### config.mk
export PLATFORM = sky130hd
export DESIGN_NAME = wb_stage
export DESIGN_NICKNAME = d
export VERILOG_FILES = /design/src/rtl/wb_stage.sv
export SDC_FILE = /design/constraint.sdc
export NUM_CORES = 1
export LEC_CHECK = 0
export BUFFER_PORTS_ARGS = -buffer_cell sky130_fd_sc_hd__buf_2
export CORE_ASPECT_RATIO = 1.4
export CORE_MARGIN = 5
export CORE_UTILIZATION = 55
export CTS_BUF_LIST = sky130_fd_sc_hd__clkbuf_8
export DETAILED_ROUTE_END_ITERATION = 12
export PLACE_DENSITY = 0.95
export SYNTH_ARGS = -nofsm -noshare
export SYNTH_HDL_FRONTEND = slang
export SYNTH_SLANG_ARGS = --single-unit
### constraint.sdc
create_clock -name clk -period 3.25 [get_ports clk]
set_input_delay 0.4875 -clock clk [delete_from_list [all_inputs] [get_ports clk]]
set_output_delay 0.4875 -clock clk [all_outputs]
set_load 0.02 [all_outputs]
### src/rtl/wb_stage.sv
// wb_stage: write-back stage owning CP0 Status/Cause/EPC/Count/Compare; commits exceptions/ERET and drives flush.
// Optional macro CP0_TIMER_INT_EN enables the Count/Compare timer interrupt (TI on IP7).
module wb_stage #(
   parameter logic [31:0] EXC_ENTRY = 32'hBFC00380,
   parameter int MS_TO_WS_BUS_WD = 120
) (
   input  logic                       clk,
   input  logic                       resetn,
   input  logic                       ms_to_ws_valid,
   output logic                       ws_allowin,
   input  logic [MS_TO_WS_BUS_WD-1:0] ms_to_ws_bus,
   input  logic [5:0]                 ext_int_in,
   output logic                       rf_we,
   output logic [4:0]                 rf_waddr,
   output logic [31:0]                rf_wdata,
   output logic [37:0]                ws_to_ds_fw_bus,
   output logic                       ws_flush,
   output logic [31:0]                ws_flush_pc,
   output logic                       cp0_status_exl,
   output logic                       cp0_status_ie,
   output logic                       ws_int_pending,
   output logic [31:0]                debug_wb_pc,
   output logic [3:0]                 debug_wb_rf_wen,
   output logic [4:0]                 debug_wb_rf_wnum,
   output logic [31:0]                debug_wb_rf_wdata
);
   logic ws_valid_q, ws_valid_d, ws_ready_go;
   logic [MS_TO_WS_BUS_WD-1:0] bus_q;
   logic [7:0] im_q, im_d;
   logic exl_q, exl_d, ie_q, ie_d, bd_q, bd_d;
   logic [4:0] excode_q, excode_d;
   logic [5:0] ip_hw_q;
   logic [1:0] ip_sw_q, ip_sw_d;
   logic [31:0] epc_q, epc_d;
   logic [31:0] count, compare, status_r, cause_r, cp0_rdata;
   logic ti;
   logic [31:0] pc, result, rt_value;
   logic [4:0] dest, excode;
   logic [7:0] cp0_addr;
   logic gr_we, excp, eret, mtc0, mfc0, bd_in;
   logic do_excp, do_eret, do_mtc0, normal;
   logic wr_status, wr_cause, wr_epc;

   assign pc       = bus_q[31:0];
   assign result   = bus_q[63:32];
   assign dest     = bus_q[68:64];
   assign gr_we    = bus_q[69];
   assign excode   = bus_q[74:70];
   assign excp     = bus_q[75];
   assign mfc0     = bus_q[76];
   assign mtc0     = bus_q[77];
   assign eret     = bus_q[78];
   assign cp0_addr = bus_q[86:79];
   assign rt_value = bus_q[118:87];
   assign bd_in    = bus_q[119];

   assign ws_ready_go = 1'b1;
   assign ws_allowin  = !ws_valid_q | ws_ready_go;

   assign do_excp = ws_valid_q & excp;
   assign do_eret = ws_valid_q & eret & !excp;
   assign do_mtc0 = ws_valid_q & mtc0 & !excp & !eret;
   assign normal  = ws_valid_q & !excp & !eret & !mtc0;

   assign wr_status = do_mtc0 & (cp0_addr == 8'h60);
   assign wr_cause  = do_mtc0 & (cp0_addr == 8'h68);
   assign wr_epc    = do_mtc0 & (cp0_addr == 8'h70);

   // IP7 is shared between external line 5 and the timer interrupt
   assign status_r = {9'b0, 1'b1, 6'b0, im_q, 6'b0, exl_q, ie_q};
   assign cause_r  = {bd_q, ti, 14'b0, ip_hw_q[5] | ti, ip_hw_q[4:0], ip_sw_q, 1'b0, excode_q, 2'b0};
   assign cp0_rdata = cp0_addr == 8'h48 ? count :
                      cp0_addr == 8'h58 ? compare :
                      cp0_addr == 8'h60 ? status_r :
                      cp0_addr == 8'h68 ? cause_r :
                      cp0_addr == 8'h70 ? epc_q : 32'b0;

   assign ws_flush          = ws_valid_q & (excp | eret);
   assign ws_flush_pc       = !ws_flush ? 32'b0 : do_eret ? epc_q : EXC_ENTRY;
   assign rf_we             = normal & (mfc0 | gr_we);
   assign rf_waddr          = ws_valid_q ? dest : 5'b0;
   assign rf_wdata          = !ws_valid_q ? 32'b0 : mfc0 ? cp0_rdata : result;
   assign ws_to_ds_fw_bus   = {rf_we, rf_waddr, rf_wdata};
   assign cp0_status_exl    = exl_q;
   assign cp0_status_ie     = ie_q;
   assign ws_int_pending    = ie_q & !exl_q & |(im_q & cause_r[15:8]);
   assign debug_wb_pc       = ws_valid_q ? pc : 32'b0;
   assign debug_wb_rf_wen   = {4{rf_we}};
   assign debug_wb_rf_wnum  = rf_waddr;
   assign debug_wb_rf_wdata = rf_wdata;

   always_comb begin
      ws_valid_d = ws_flush ? 1'b0 : ws_allowin ? ms_to_ws_valid : ws_valid_q;
      exl_d      = do_excp ? 1'b1 : do_eret ? 1'b0 : wr_status ? rt_value[1] : exl_q;
      ie_d       = wr_status ? rt_value[0] : ie_q;
      im_d       = wr_status ? rt_value[15:8] : im_q;
      ip_sw_d    = wr_cause ? rt_value[9:8] : ip_sw_q;
      bd_d       = do_excp ? bd_in : bd_q;
      excode_d   = do_excp ? excode : excode_q;
      epc_d      = (do_excp & !exl_q) ? (bd_in ? pc - 32'd4 : pc) : wr_epc ? rt_value : epc_q;
   end

   always_ff @(posedge clk or negedge resetn) begin
      if (!resetn) begin
         ws_valid_q <= 1'b0;
         bus_q      <= '0;
         im_q       <= '0;
         exl_q      <= 1'b0;
         ie_q       <= 1'b0;
         bd_q       <= 1'b0;
         excode_q   <= '0;
         ip_hw_q    <= '0;
         ip_sw_q    <= '0;
         epc_q      <= '0;
      end else begin
         ws_valid_q <= ws_valid_d;
         if (ms_to_ws_valid && ws_allowin) bus_q <= ms_to_ws_bus;
         im_q       <= im_d;
         exl_q      <= exl_d;
         ie_q       <= ie_d;
         bd_q       <= bd_d;
         excode_q   <= excode_d;
         ip_hw_q    <= ext_int_in;
         ip_sw_q    <= ip_sw_d;
         epc_q      <= epc_d;
      end
   end

`ifdef CP0_TIMER_INT_EN
   logic tick_q, ti_q;
   logic [31:0] count_q, compare_q;
   logic wr_count, wr_compare;
   assign wr_count   = do_mtc0 & (cp0_addr == 8'h48);
   assign wr_compare = do_mtc0 & (cp0_addr == 8'h58);
   // Count advances every other cycle; a Compare write acknowledges the timer interrupt
   always_ff @(posedge clk or negedge resetn) begin
      if (!resetn) begin
         tick_q    <= 1'b0;
         ti_q      <= 1'b0;
         count_q   <= '0;
         compare_q <= '0;
      end else begin
         tick_q    <= ~tick_q;
         count_q   <= wr_count ? rt_value : count_q + {31'b0, tick_q};
         compare_q <= wr_compare ? rt_value : compare_q;
         ti_q      <= wr_compare ? 1'b0 : (count_q == compare_q) ? 1'b1 : ti_q;
      end
   end
   assign count   = count_q;
   assign compare = compare_q;
   assign ti      = ti_q;
`else
   assign count   = 32'b0;
   assign compare = 32'b0;
   assign ti      = 1'b0;
`endif
endmodule
==> impl_metrics.json, run 1 <==
{
  "status": "finished clean",
  "die_width_um": 120,
  "finClkSkew_ns": 0.0147,
  "vias_per_cell": 5.64,
  "nNetsFinal": 1231,
  "finalWorstSetupSlack_ns": 0.225,
  "hpwl_um": 20100,
  "postCtsSetupBuffers": 0,
  "htreeDepth": 4,
  "die_y_um": 164,
  "syn_to_final_growth_pct": 17.4,
  "final_common_cell": "buf_2",
  "clk_pin_slew_ns": 0.09,
  "core_region_area_mm2": 0.0167,
  "fmax_mhz": 331,
  "required_ns": 2.76,
  "crit_type": "reg -> out",
  "vias": 7426,
  "place.gp.congestion": 0.895,
  "setup_viol": 0,
  "ys_seq_elements": 177,
  "finalHoldViolCount": 0,
  "crit_path_end_kind": "output port",
  "ys_warn_count": 0,
  "netlist_instances": 882,
  "initial_core_util_pct": 55.8,
  "cts_root_buf": "clkbuf_8",
  "seqCellArea_mm2": 0.00443,
  "synthesis.area_mm2": 0.00931,
  "hold_path_class": "in -> async",
  "drtIter0Drc": 718,
  "wirelength_um": 26700,
  "clk_path_buf_depth": 2,
  "placed_cells": 1285,
  "p_sw_mw": 1.98,
  "grt.total_usage_pct": 27.0,
  "p_per_area_mw_per_mm2": 546,
  "rsz0062_at_grt": "false",
  "netSwitchingFraction_pct": 33.3,
  "holdBufCountCts": 0,
  "slew_viol_final": 0,
  "clock_sinks": 177,
  "leakagePower_nw": 5.33,
  "wl_per_cell_um": 20.3,
  "cp_slowest_stage_delay_ns": 0.54,
  "diodes": 0,
  "grt_max_degree": 126,
  "synth_nets": 1012,
  "syn-mean-instance-area_um2": 10.6,
  "cp_cell_sequence": "nor4bb_4 > nand2_1 > nor2_4 > a22oi_1 > o21ai_0 > buf_2",
  "finalPower_mw": 5.96,
  "r2r_slack_ns": 0.66,
  "yosysSeqAreaShare_pct": 47.6,
  "final_cells": 1316,
  "synthArstFlopShare_pct": 100,
  "cp_max_fo": 14,
  "crit_family": "simple AND/OR/NAND/NOR gates",
  "finalSetupTns_ns": 0,
  "cpMaxStageDelayCell": "dfrtp_1",
  "sequentialPowerShare_pct": 49.2,
  "startpoint_type": "register",
  "route.detailed.drc": 0,
  "rows": 56,
  "yosysUniqueCellTypes": 55,
  "synth-main-ff-cell": "dfrtp_1",
  "relSlewSlack_pct": 47.4,
  "ant_nets": 0,
  "synth_enable_flop_cells": 0,
  "clock_power_share_pct": 27.3,
  "numCtsBuffers": 17,
  "critPathBufInv": 1,
  "io_pins": 315,
  "antenna_found_initial": 0,
  "grt_pass1_vias": 7550,
  "max-vdd-ir-drop_mv": 0.377,
  "p_comb_share_pct": 23.5,
  "tritoncts": "done",
  "place_ws_ns": 0.181,
  "multi_input_comb_area_mm2": 0.00405,
  "port_buffers": 313,
  "fin_crit_sh_pct": 93.1,
  "drive_gt1_share_pct": 46.5,
  "intPower_mw": 3.98,
  "worstMarginPinSlew_ns": 0.778,
  "worstPathArrival_ns": 2.54,
  "gr-total-overflow": 0,
  "clk_latency_ns": 0.46,
  "dr.pass1.iters": 5,
  "die_area_mm2": 0.0197,
  "fill_cells": 1250,
  "grt_pass1_wl_um": 41300,
  "min_period_ns": 3.02,
  "drv_cap": 0,
  "layout_common_cells": "buf_2, dfrtp_1, mux2_2"
}
## flip-flops by register name, summed over array words and instances (netlist names)
name / flops
im_q: 8
bd_q: 1
ip_sw_q: 2
cp0_status_ie: 1
epc_q: 32
ws_valid_q: 1
bus_q: 120
ip_hw_q: 6
cp0_status_exl: 1
excode_q: 5
## layer usage
layer | vias to the layer above | track usage, % | wire, um
li1 | 3386 | - | -
met1 | 3641 | 33.4 | 10200
met2 | 345 | 46.3 | 14000
met3 | 54 | 4.82 | 1620
met4 | 0 | 11.9 | 867
met5 | - | 0 | 0
## power groups by stage
stage | sequential, mW | clock, mW | combinational [mW]
after CTS | 2.93 | 1.66 | 1.40
after floorplan | 2.78 | 0 | 1.03
after global routing | 2.98 | 1.75 | 1.53
after global placement | 2.95 | 0 | 1.33
after detailed placement | 2.97 | 0 | 1.39
final | 2.93 | 1.63 | 1.40
## logic make-up (layout without fill, tap and decap cells)
logic type	Yosys count	in the layout	synth area share (%)
other cells	1	1	0.0403
flops	177	177	47.6
xor+xnor	28	28	2.63
simple gates	284	284	16.5
mux	137	137	16.5
fa+ha+maj	1	1	0.134
buf+inv	141	372	9.30
compound gates	113	113	7.31
## stage by stage
stage	area [um2]	util (%)	hold slack [ns]
global placement	10500	62.8	0.482
floorplan	9310	-	0.192
finish	10900	65.5	0.0357
global route	10900	65.5	0.0672
detailed placement	10500	62.8	0.488
CTS	10900	65.4	0.0438
## final timing paths
path / from / end / cells after the start
min: resetn / bus_q[102] / 1
min reg2reg: bus_q[64] / bus_q[64] / 1
max in group asynchronous: resetn / ws_valid_q / 2
max: bus_q[82] / rf_wdata[31] / 6
min in group clk: ext_int_in[0] / ip_hw_q[0] / 1
max reg2reg: ws_valid_q / epc_q[11] / 6
## repair_timing
item	in CTS	in global routing
setup endpoints to repair	21	33
gates resized for setup	3	4
endpoints found under the hold margin	0	0
gates cloned	0	0
## worst reg2reg max path, stage by stage, from the launching register on
cell,delay (ns)
dfrtp_2,0.57
nor4bb_1,0.68
and4_1,0.33
buf_4,0.38
nor2_1,0.11
a211oi_1,0.32
a21oi_1,0.07
## area by class of cell
cell class	count	share of cell area (%)
repair buffers	328	15.7
multi-input cells	564	37.1
flip-flops and latches	177	40.5
clock buffers	20	2.52
clock inverters	11	1.41
well taps	203	2.32
inverters	13	0.446
## cell usage after synthesis (all sizes together) (2+ instances only)
cell type	count	area share, %
or4	4	0.38
a21oi	34	1.8
nand2	98	4.0
nand3	4	0.22
and3	12	0.81
o21ai	29	1.6
clkbuf	37	1.5
or3	7	0.48
nor2	33	1.4
a22oi	23	1.9
nor4	8	0.97
xor2	3	0.28
mux2i	4	0.43
a211oi	9	0.73
dfrtp	177	48
mux2	133	16
nor2b	22	1.5
xnor2	25	2.4
and2	58	3.9
nor4bb	2	0.22
buf	90	7.1
nand4	4	0.50
inv	13	0.52
nor3	23	1.3
or2	3	0.20
a31oi	12	0.81
nor4b	3	0.42
Power figures use the tool's default switching activity.
==> run 2: changes to the inputs <==
PLACE_DENSITY = 0.9   (was 0.95)
==> impl_metrics.json, run 2 (synthesis gave the netlist of run 1 again) <==
{
  "clk_latency_ns": 0.47,
  "fin_crit_sh_pct": 94.8,
  "layout_common_cells": "buf_2, dfrtp_1, mux2_2",
  "max-vdd-ir-drop_mv": 0.441,
  "fmax_mhz": 324,
  "hold_path_class": "in -> async",
  "finalHoldViolCount": 0,
  "leakagePower_nw": 5.34,
  "crit_type": "reg -> out",
  "min_period_ns": 3.08,
  "finClkSkew_ns": 0.0155,
  "tritoncts": "done",
  "clock_sinks": 177,
  "r2r_cells": 5,
  "place.gp.congestion": 0.884,
  "nNetsFinal": 1234,
  "port_buffers": 313,
  "hpwl_um": 20000,
  "worstPathArrival_ns": 2.59,
  "grt_max_degree": 80,
  "drtIter0Drc": 690,
  "final_common_cell": "buf_2",
  "grt_pass1_wl_um": 40200,
  "slew_viol_final": 0,
  "dr.pass1.iters": 5,
  "wl_per_cell_um": 19.9,
  "startpoint_type": "register",
  "core_region_area_mm2": 0.0167,
  "numCtsBuffers": 17,
  "htreeDepth": 4,
  "cp_max_fo": 14,
  "die_y_um": 164,
  "fin_util_pct": 65.7,
  "top_regs": "bus_q x120, epc_q x32, im_q x8",
  "clk_path_buf_depth": 2,
  "rsz0062_at_grt": "false",
  "cts_root_buf": "clkbuf_8",
  "rows": 56,
  "io_pins": 315,
  "grt.total_usage_pct": 26.3,
  "grt_pass1_vias": 7397,
  "finalWorstSetupSlack_ns": 0.168,
  "finalSetupTns_ns": 0,
  "fill_cells": 1304,
  "required_ns": 2.76,
  "clk_pin_slew_ns": 0.10,
  "final_cells": 1320,
  "status": "finished clean",
  "regMostFlops": "bus_q",
  "gr-total-overflow": 0,
  "antenna_found_initial": 0,
  "worstMarginPinSlew_ns": 0.740,
  "initial_core_util_pct": 55.8,
  "vias_per_cell": 5.64,
  "die_width_um": 120,
  "drv_cap": 0,
  "die_area_mm2": 0.0197,
  "wirelength_um": 26300,
  "diodes": 0,
  "crit_path_end_kind": "output port",
  "ant_nets": 0,
  "placed_cells": 1288,
  "p_per_area_mw_per_mm2": 546,
  "route.detailed.drc": 0,
  "place_ws_ns": 0.176,
  "setup_viol": 0,
  "vias": 7447,
  "largest_reg_flops": 120,
  "drive_gt1_share_pct": 46.6,
  "finalPower_mw": 5.99,
  "syn_to_final_growth_pct": 17.7,
  "relSlewSlack_pct": 50.5
}
[run 2: changes by cell type in the layout (fill, tap and decap cells not counted), sizes merged]
cell,change
clkinvlp,+3
buf,+2
clkbuf,-2
clkinv,-2
inv,+2
bufinv,+1
[run 2: final cells by class]
cell class	instances	area, um2	share of cell area [%]
multi-input combinational	564	4050	36.9
clock inverter	15	208	1.89
timing repair buffer	331	1740	15.9
inverter	13	48.8	0.445
sequential	177	4430	40.4
tap	203	254	2.32
clock buffer	17	234	2.13
[run 2: worst paths after layout]
path                       slack, ns          start             endpoint
setup reg to reg                0.84     bus_q[119]            epc_q[26]
max in group asynchronous       2.39         resetn            bus_q[30]
hold reg to reg                 0.51      bus_q[64]            bus_q[64]
hold / removal                  0.03         resetn             bus_q[8]
setup / recovery                0.17      bus_q[82]  ws_to_ds_fw_bus[31]
min in group clk                0.13  ext_int_in[1]           ip_hw_q[1]
[run 2: critical path: stages, from the launching register on]
cell and delay, ns:
dfrtp_1 0.55, nor4bb_4 0.47, nand2_1 0.21, nor2_4 0.25, a22oi_1 0.13, o21ai_0 0.29, buf_2 0.23
[run 2: power by group]
| part | switching (mW) | leakage (nW) | internal [mW] |
|---|---|---|---|
| sequential | 0.380 | 2.07 | 2.55 |
| combinational | 0.784 | 3.05 | 0.601 |
| clock | 0.824 | 0.213 | 0.847 |
[run 2: through the flow]
stage | hold WS [ns] | cell area (um2)
6_report | 0.0340 | 11000
5_1_grt | 0.0762 | 11000
4_1_cts | 0.0510 | 11000
3_5_place_dp | 0.493 | 10500
3_3_place_gp | 0.482 | 10500
2_1_floorplan | 0.192 | 9310
[run 2: what timing repair did]
item,4_1_cts,5_1_grt
endpoints found under the setup margin,36,34
gates resized for setup,3,3
hold endpoints to repair,0,0
cloned,0,0
hold buffers,0,0
pin swaps,0,0
setup buffers,0,0
[run 2: metal layers]
metal  global-route usage, %  vias to the layer above  part of all wire (%)
li1                        -                     3397                     -
met1                    32.2                     3650                    38
met2                    45.1                      341                    51
met3                    6.37                       59                   7.4
met4                    10.3                        0                   3.5
met5                       0                        -                     0
==> run 3: changes to the inputs <==
CORE_UTILIZATION = 57   (was 55)
PLACE_DENSITY = 0.93   (was 0.9)
==> impl_metrics.json, run 3 (synthesis gave the netlist of run 1 again) <==
{
  "die_y_um": 161,
  "grt_max_degree": 101,
  "largest_reg_flops": 120,
  "use_met3_pct": 7.11,
  "clk_latency_ns": 0.47,
  "worstPathArrival_ns": 2.57,
  "place_area_mm2": 0.0105,
  "nNetsFinal": 1236,
  "drv_cap": 0,
  "hpwl_um": 20000,
  "final_common_cell": "buf_2",
  "grt.total_usage_pct": 27.1,
  "drive_gt1_share_pct": 46.6,
  "layout_common_cells": "buf_2, dfrtp_1, mux2_2",
  "grt_pass1_wl_um": 41300,
  "hold_path_class": "in -> async",
  "fill_cells": 1175,
  "finalWorstSetupSlack_ns": 0.189,
  "clk_pin_slew_ns": 0.09,
  "hold_ws_ns": 0.102,
  "startpoint_type": "register",
  "fmax_mhz": 327,
  "diodes": 0,
  "postCtsSetupBuffers": 0,
  "port_buffers": 313,
  "holdBufCountCts": 0,
  "htreeDepth": 4,
  "die_width_um": 118,
  "required_ns": 2.76,
  "post_cts_resize_count": 2,
  "cp_max_fo": 13,
  "min_period_ns": 3.06,
  "io_pins": 315,
  "die_area_mm2": 0.0190,
  "finClkSkew_ns": 0.0143,
  "regMostFlops": "bus_q",
  "worstMarginPinSlew_ns": 0.811,
  "clk_path_buf_depth": 2,
  "route.detailed.drc": 0,
  "r2r_start": "bus_q[119]",
  "grtUsageMet1_pct": 32.9,
  "syn_to_final_growth_pct": 17.1,
  "use_met2_pct": 46.8,
  "top_regs": "bus_q x120, epc_q x32, im_q x8",
  "place_ws_ns": 0.503,
  "wl_per_cell_um": 19.8,
  "wirelength_um": 26100,
  "finalSetupTns_ns": 0,
  "startpoint": "bus_q[80]",
  "setup_viol": 0,
  "vias": 7455,
  "cts_root_buf": "clkbuf_8",
  "numCtsBuffers": 17,
  "fin_crit_sh_pct": 94.2,
  "core_region_area_mm2": 0.0161,
  "status": "finished clean",
  "drtIter0Drc": 655,
  "crit_type": "reg -> out",
  "antenna_found_initial": 1,
  "clock_sinks": 177,
  "ant_nets": 0,
  "leakagePower_nw": 5.33,
  "vias_per_cell": 5.66,
  "rsz0062_at_grt": "false",
  "multi_input_comb_area_mm2": 0.00404,
  "fin_area_mm2": 0.0109,
  "grt_pass1_vias": 7638,
  "finalHoldViolCount": 0,
  "relSlewSlack_pct": 46.0,
  "slew_viol_final": 0,
  "place.gp.congestion": 0.903,
  "max-vdd-ir-drop_mv": 0.338,
  "crit_path_end_kind": "output port",
  "top_usage_layer": "met2",
  "gr-total-overflow": 0,
  "rows": 55,
  "seqCellArea_mm2": 0.00443,
  "dr.pass1.iters": 5,
  "p_per_area_mw_per_mm2": 531,
  "tritoncts": "done",
  "initial_core_util_pct": 57.8
}
run 3: layout make-up:
cell class,count,area share (%)
Clock buffer,20,2.52
Sequential cell,177,40.6
Multi-Input combinational cell,564,37.0
Tap cell,199,2.28
Clock inverter,12,1.02
Timing Repair Buffer,333,16.1
Inverter,13,0.447
run 3: worst paths after layout:
path                       slack, ns  cells after the start                  end
setup / recovery                0.19                      7  ws_to_ds_fw_bus[16]
hold / removal                  0.10                      1            bus_q[11]
setup reg to reg                0.82                      5            epc_q[26]
hold reg to reg                 0.51                      1            bus_q[71]
max in group asynchronous       2.34                      2          excode_q[3]
min in group clk                0.12                      1           ip_hw_q[0]
run 3: per-stage QoR:
stage          cells  util [%]  power [mW]
2_1_floorplan    882         -        3.81
3_3_place_gp    1286      65.2        4.29
3_5_place_dp    1286      65.2        4.35
4_1_cts         1318      67.7        5.81
5_1_grt         1318      67.7        6.08
6_report        1318      67.7        5.79
run 3: layer usage:
metal  vias to the layer above  routed length, um
met4                         2                771
li1                       3410                  -
met5                         -                  7
met2                       356              13500
met3                        64               1980
met1                      3623               9800
run 3: power by group:
part           total, mW  switching (mW)  internal (mW)
Sequential          2.93           0.376           2.55
Clock               1.47           0.798          0.671
Combinational       1.39           0.789          0.601
Total               5.79            1.96           3.83
run 3: critical path, stage by stage (launching register included):
cell	delay [ns]
dfrtp_1	0.41
nor3_4	0.31
nand2_1	0.14
nor3_2	0.30
buf_4	0.29
a22oi_1	0.11
nor2b_2	0.31
buf_2	0.23
